[src/rtl/axi_lite_pkg.sv]
// Shared encodings for the AXI-lite master: controller states and response codes.
package axi_lite_pkg;

  typedef enum logic [2:0] {
    S_IDLE    = 3'd0,
    S_RD_ADDR = 3'd1,
    S_RD_DATA = 3'd2,
    S_WR_REQ  = 3'd3,
    S_WR_RESP = 3'd4
  } state_t;

  localparam logic [1:0] OKAY   = 2'b00;
  localparam logic [1:0] EXOKAY = 2'b01;
  localparam logic [1:0] SLVERR = 2'b10;
  localparam logic [1:0] DECERR = 2'b11;

  // resp[1] separates the error codes (SLVERR/DECERR) from the good ones.
  function automatic logic resp_is_err(input logic [1:0] resp);
    return resp[1];
  endfunction

endpackage

[src/rtl/axi_lite_m.sv]
// Single-outstanding AXI-lite master: one CPU request in, one AXI read or write out,
// one-cycle completion pulse back. R and W paths share a single state register.
module axi_lite_m
  import axi_lite_pkg::*;
#(
  parameter  int ADDR_W = 32,
  parameter  int DATA_W = 64,
  localparam int STRB_W = DATA_W / 8
) (
  input  logic              clk,
  input  logic              rst_n,
  input  logic              req_valid,
  output logic              req_ready,
  input  logic              req_wen,
  input  logic [ADDR_W-1:0] req_addr,
  input  logic [DATA_W-1:0] req_wdata,
  input  logic [STRB_W-1:0] req_wstrb,
  output logic              rsp_valid,
  output logic [DATA_W-1:0] rsp_rdata,
  output logic              rsp_err,
  output logic [ADDR_W-1:0] araddr,
  output logic              arvalid,
  input  logic              arready,
  input  logic [DATA_W-1:0] rdata,
  input  logic [1:0]        rresp,
  input  logic              rvalid,
  output logic              rready,
  output logic [ADDR_W-1:0] awaddr,
  output logic              awvalid,
  input  logic              awready,
  output logic [DATA_W-1:0] wdata,
  output logic [STRB_W-1:0] wstrb,
  output logic              wvalid,
  input  logic              wready,
  input  logic [1:0]        bresp,
  input  logic              bvalid,
  output logic              bready
);

  state_t              r_state;
  logic [ADDR_W-1:0]   r_addr;
  logic [DATA_W-1:0]   r_wdata;
  logic [STRB_W-1:0]   r_wstrb;
  logic                r_req_ready;
  logic                r_arvalid, r_rready;
  logic                r_awvalid, r_wvalid, r_bready;
  logic                r_aw_done, r_w_done;
  logic                r_rsp_valid, r_rsp_err;
  logic [DATA_W-1:0]   r_rsp_rdata;

  logic w_aw_hs, w_w_hs, w_aw_fin, w_w_fin;

  assign w_aw_hs  = r_awvalid & awready;
  assign w_w_hs   = r_wvalid & wready;
  assign w_aw_fin = r_aw_done | w_aw_hs;
  assign w_w_fin  = r_w_done | w_w_hs;

  always_ff @(posedge clk or negedge rst_n) begin
    if (!rst_n) begin
      r_state     <= S_IDLE;
      r_addr      <= '0;
      r_wdata     <= '0;
      r_wstrb     <= '0;
      r_req_ready <= 1'b0;
      r_arvalid   <= 1'b0;
      r_rready    <= 1'b0;
      r_awvalid   <= 1'b0;
      r_wvalid    <= 1'b0;
      r_bready    <= 1'b0;
      r_aw_done   <= 1'b0;
      r_w_done    <= 1'b0;
      r_rsp_valid <= 1'b0;
      r_rsp_err   <= 1'b0;
      r_rsp_rdata <= '0;
    end else begin
      r_rsp_valid <= 1'b0;
      case (r_state)
        S_IDLE: begin
          // req_ready comes up one edge after reset release, then stays up while idle.
          if (!r_req_ready) begin
            r_req_ready <= 1'b1;
          end else if (req_valid) begin
            r_req_ready <= 1'b0;
            r_addr      <= req_addr;
            r_wdata     <= req_wdata;
            r_wstrb     <= req_wstrb;
            if (req_wen) begin
              r_state   <= S_WR_REQ;
              r_awvalid <= 1'b1;
              r_wvalid  <= 1'b1;
              r_aw_done <= 1'b0;
              r_w_done  <= 1'b0;
            end else begin
              r_state   <= S_RD_ADDR;
              r_arvalid <= 1'b1;
            end
          end
        end
        S_RD_ADDR: begin
          if (arready) begin
            r_arvalid <= 1'b0;
            r_rready  <= 1'b1;
            r_state   <= S_RD_DATA;
          end
        end
        S_RD_DATA: begin
          if (rvalid) begin
            r_rready    <= 1'b0;
            r_rsp_rdata <= rdata;
            r_rsp_err   <= resp_is_err(rresp);
            r_rsp_valid <= 1'b1;
            r_req_ready <= 1'b1;
            r_state     <= S_IDLE;
          end
        end
        S_WR_REQ: begin
          if (w_aw_hs) begin
            r_awvalid <= 1'b0;
            r_aw_done <= 1'b1;
          end
          if (w_w_hs) begin
            r_wvalid <= 1'b0;
            r_w_done <= 1'b1;
          end
          // AW and W may complete in either order or together.
          if (w_aw_fin && w_w_fin) begin
            r_aw_done <= 1'b0;
            r_w_done  <= 1'b0;
            r_bready  <= 1'b1;
            r_state   <= S_WR_RESP;
          end
        end
        S_WR_RESP: begin
          if (bvalid) begin
            r_bready    <= 1'b0;
            r_rsp_err   <= resp_is_err(bresp);
            r_rsp_valid <= 1'b1;
            r_req_ready <= 1'b1;
            r_state     <= S_IDLE;
          end
        end
        default: r_state <= S_IDLE;
      endcase
    end
  end

  assign req_ready = r_req_ready;
  assign rsp_valid = r_rsp_valid;
  assign rsp_rdata = r_rsp_rdata;
  assign rsp_err   = r_rsp_err;
  assign araddr    = r_addr;
  assign arvalid   = r_arvalid;
  assign rready    = r_rready;
  assign awaddr    = r_addr;
  assign awvalid   = r_awvalid;
  assign wdata     = r_wdata;
  assign wstrb     = r_wstrb;
  assign wvalid    = r_wvalid;
  assign bready    = r_bready;

endmodule

[config.mk]
export PLATFORM = sky130hd
export DESIGN_NAME = axi_lite_m
export DESIGN_NICKNAME = d
export VERILOG_FILES = /design/src/rtl/axi_lite_pkg.sv /design/src/rtl/axi_lite_m.sv
export SDC_FILE = /design/constraint.sdc
export NUM_CORES = 1
export LEC_CHECK = 0
export CAP_MARGIN = 5
export CORE_MARGIN = 3
export CORE_UTILIZATION = 25
export DETAILED_ROUTE_END_ITERATION = 10
export PLACE_DENSITY = 0.63
export SLEW_MARGIN = 15
export SYNTH_ARGS = -nofsm -noshare
export SYNTH_HDL_FRONTEND = slang
export SYNTH_SLANG_ARGS = --single-unit
[constraint.sdc]
create_clock -name clk -period 2 [get_ports clk]
set_clock_uncertainty 0.1 [all_clocks]
set_input_delay 0.4 -clock clk [delete_from_list [all_inputs] [get_ports clk]]
set_output_delay 0.4 -clock clk [all_outputs]
set_load 0.1 [all_outputs]
==> results_dict.tcl, run 1 <==
set metrics [dict create \
    run_status "completed" \
    setup_ws_ns 0.181 \
    cts_hold_buf 1 \
    maxSlewHeadroom 0.680 \
    dpl.cell_count 1201 \
    critPathSlowestCell "dfrtp_1" \
    cpPeakStageDelay_ns 0.55 \
    drtIter0Drc 213 \
    clkTransAtPathRegs_ns 0.08 \
    slew_violations 0 \
    synthCells 458 \
    reg2reg_slack_ns 0.18 \
    fin_cells 1234 \
    critPathKind "reg2reg" \
    dieArea_sq_um 30500 \
    path_cells "nor3b_1 > buf_4 > mux2_2 > mux2_2" \
    startpoint_type "flop" \
    htree_levels 4 \
    dieWidth_um 175 \
    place_ws_ns -0.146 \
    grt_pass1_vias 5714 \
    yosys.area.top_type_share 0.636 \
    yosys-top-cells-area "dfrtp_1, mux2_2, mux2_1, buf_4, buf_2" \
    maxCapViolations 0 \
    rows 61 \
    wire_per_inst_um 17.1 \
    root_buffer "clkbuf_16" \
    drtPass1Iterations 4 \
    cts_max_path_buffers 2 \
    postCtsSetupRepairBufs 0 \
    insertion_delay_ns 0.41 \
    fmax_mhz 550 \
    hold_viol 0 \
    ys_ff_latch 181 \
    critical_path.endpoint_type "flop" \
    antenna_found_initial 0 \
    ys_seq_area_frac 0.636 \
    avgViaCountPerCell 4.19 \
    async_flop_share 1.00 \
    yosys_warnings 0 \
    dieHeight_um 175 \
    nets 1024 \
    gp_congestion 0.748 \
    cp_num_buf_inv 1 \
    grt_use_total 0.139 \
    wirelength_um 21100 \
    netlist_area_sq_um 7120 \
    cp_common_cell "mux2_2" \
    setup_viol 0 \
    grt.overflow.total 0 \
    critPathArrivalTime_ns 2.02 \
    worstPathMaxFanout 8 \
    crit_family "multiplexers" \
    initial_core_util 0.255 \
    synth_fp_nets 639 \
    drc_errors 0 \
    synth_edf_count 0 \
    vias 5172 \
    cts_buffers 17 \
    ant_nets 0 \
    cts_tree "done" \
    synthTopCellsByCount "dfrtp_1, mux2_2, buf_4, mux2_1, buf_2" \
    hold_path_class "in2async" \
    register_area_sq_um 4530 \
    rsz0062_at_grt "no" \
    crit_required_ns 2.20 \
    hpwlAfterDp_um 16600 \
    avgSynthCellArea_sq_um 15.5 \
    finalCriticalPeriod_ns 1.82 \
    ys_types 29 \
    synth_top_area_cell "dfrtp_1" \
    tightest_slew_ns 0.476 \
    cts_sinks 181 \
    num_io_pins 389 \
    num_antenna_cells 0 \
    fillers 2520 \
    multi_input_area_sq_um 2210 \
    yosysMostFrequentCell "dfrtp_1" \
    port-buffer-count 386 \
    drive_above_1_share 0.495 \
    finalCritPeriodShare 0.910 \
    post_cts_resized 0 \
    grt_pass1_wl_um 33100 \
    core_sq_um 27900 \
    grt_max_degree 47 \
    synth_ff_type "dfrtp_1" \
    layout-area-overhead-vs-synth_pct 82.3 \
]
cells in the final DEF (no fill, tap or decap), types with 2 or more instances in the layout:
| cell | instances |
|---|---|
| dfrtp_1 | 180 |
| clkdlybuf4s50_1 | 177 |
| mux2_2 | 143 |
| buf_12 | 124 |
| buf_4 | 118 |
| mux2_1 | 27 |
| clkbuf_16 | 17 |
| inv_1 | 6 |
| inv_6 | 6 |
| a21oi_1 | 4 |
| a31oi_1 | 4 |
| a211oi_1 | 4 |
| inv_8 | 4 |
| nand2_1 | 3 |
| o21ai_0 | 3 |
| nand3_1 | 3 |
| nor2_1 | 3 |
| nor4_1 | 3 |
| nand3b_1 | 2 |
| o21a_1 | 2 |
| or2_2 | 2 |
| nor3b_1 | 2 |
| o211ai_1 | 2 |
| clkinv_2 | 2 |
| clkinv_4 | 2 |
worst paths after layout:
path	from	end	depth (start not counted)
max in group asynchronous	rst_n	rsp_rdata[47]	3
worst min-delay path	rst_n	wdata[30]	2
worst max register to register	r_state[2]	rsp_err	4
worst min register to register	wstrb[0]	wstrb[0]	1
min in group clk	wstrb[0]	wstrb[0]	1
worst max-delay path	r_state[2]	rsp_err	4
sequential cells by signal, indices dropped and copies added, names as in the netlist:
register,cells
rsp_rdata,64
wdata,64
araddr,32
wstrb,8
r_state,3
arvalid,1
awvalid,1
bready,1
r_aw_done,1
r_w_done,1
req_ready,1
rready,1
rsp_err,1
rsp_valid,1
wvalid,1
cell families (layout without fill, tap and decap cells):
kind of cell / count (synthesis) / in the layout / share of synthesized area
flip-flops: 181 / 181 / 0.636
multiplexers: 170 / 170 / 0.269
AO/OA/AOI/OAI: 21 / 21 / 0.0192
buffers and inverters: 61 / 459 / 0.0541
AND/OR/NAND/NOR: 25 / 25 / 0.0218
layer usage:
metal | vias to the layer above | track usage | wire length (um)
met5 | - | 0 | 0
met4 | 0 | 0.0249 | 128
met3 | 8 | 0.0606 | 2050
met2 | 238 | 0.246 | 10900
met1 | 2586 | 0.156 | 8040
li1 | 2340 | - | -
per-stage QoR:
step	utilization	hold slack (ns)	area, sq um	TNS (ns)
2_1_floorplan	-	0.00441	7120	0
3_3_place_gp	0.444	0.292	12400	-17.60
3_5_place_dp	0.444	0.293	12400	-18.36
4_1_cts	0.465	0.375	13000	0
5_1_grt	0.465	0.370	13000	0
6_report	0.465	0.374	13000	0
area by class of cell:
cell class	count	share of cell area
Clock buffer	17	0.0328
Sequential cell	181	0.349
Timing Repair Buffer	421	0.398
Inverter	6	0.00173
Multi-Input combinational cell	216	0.170
Clock inverter	15	0.0119
Tap cell	378	0.0364
Power of run 1 is left out: the tool's default activity adds up to more than one toggle a clock period on the data nets, which glitch-free logic cannot reach.
==> run 2, diff against run 1 <==
--- a/config.mk
+++ b/config.mk
@@ -8,6 +8,7 @@
 export CAP_MARGIN = 5
 export CORE_MARGIN = 3
 export CORE_UTILIZATION = 25
+export CTS_CLUSTER_SIZE = 8
 export DETAILED_ROUTE_END_ITERATION = 10
 export PLACE_DENSITY = 0.63
 export SLEW_MARGIN = 15
==> results of run 2 <==
Same layout as run 1: the final DEF is identical, and so are final timing and power.
Power of run 2 is left out for the same reason.
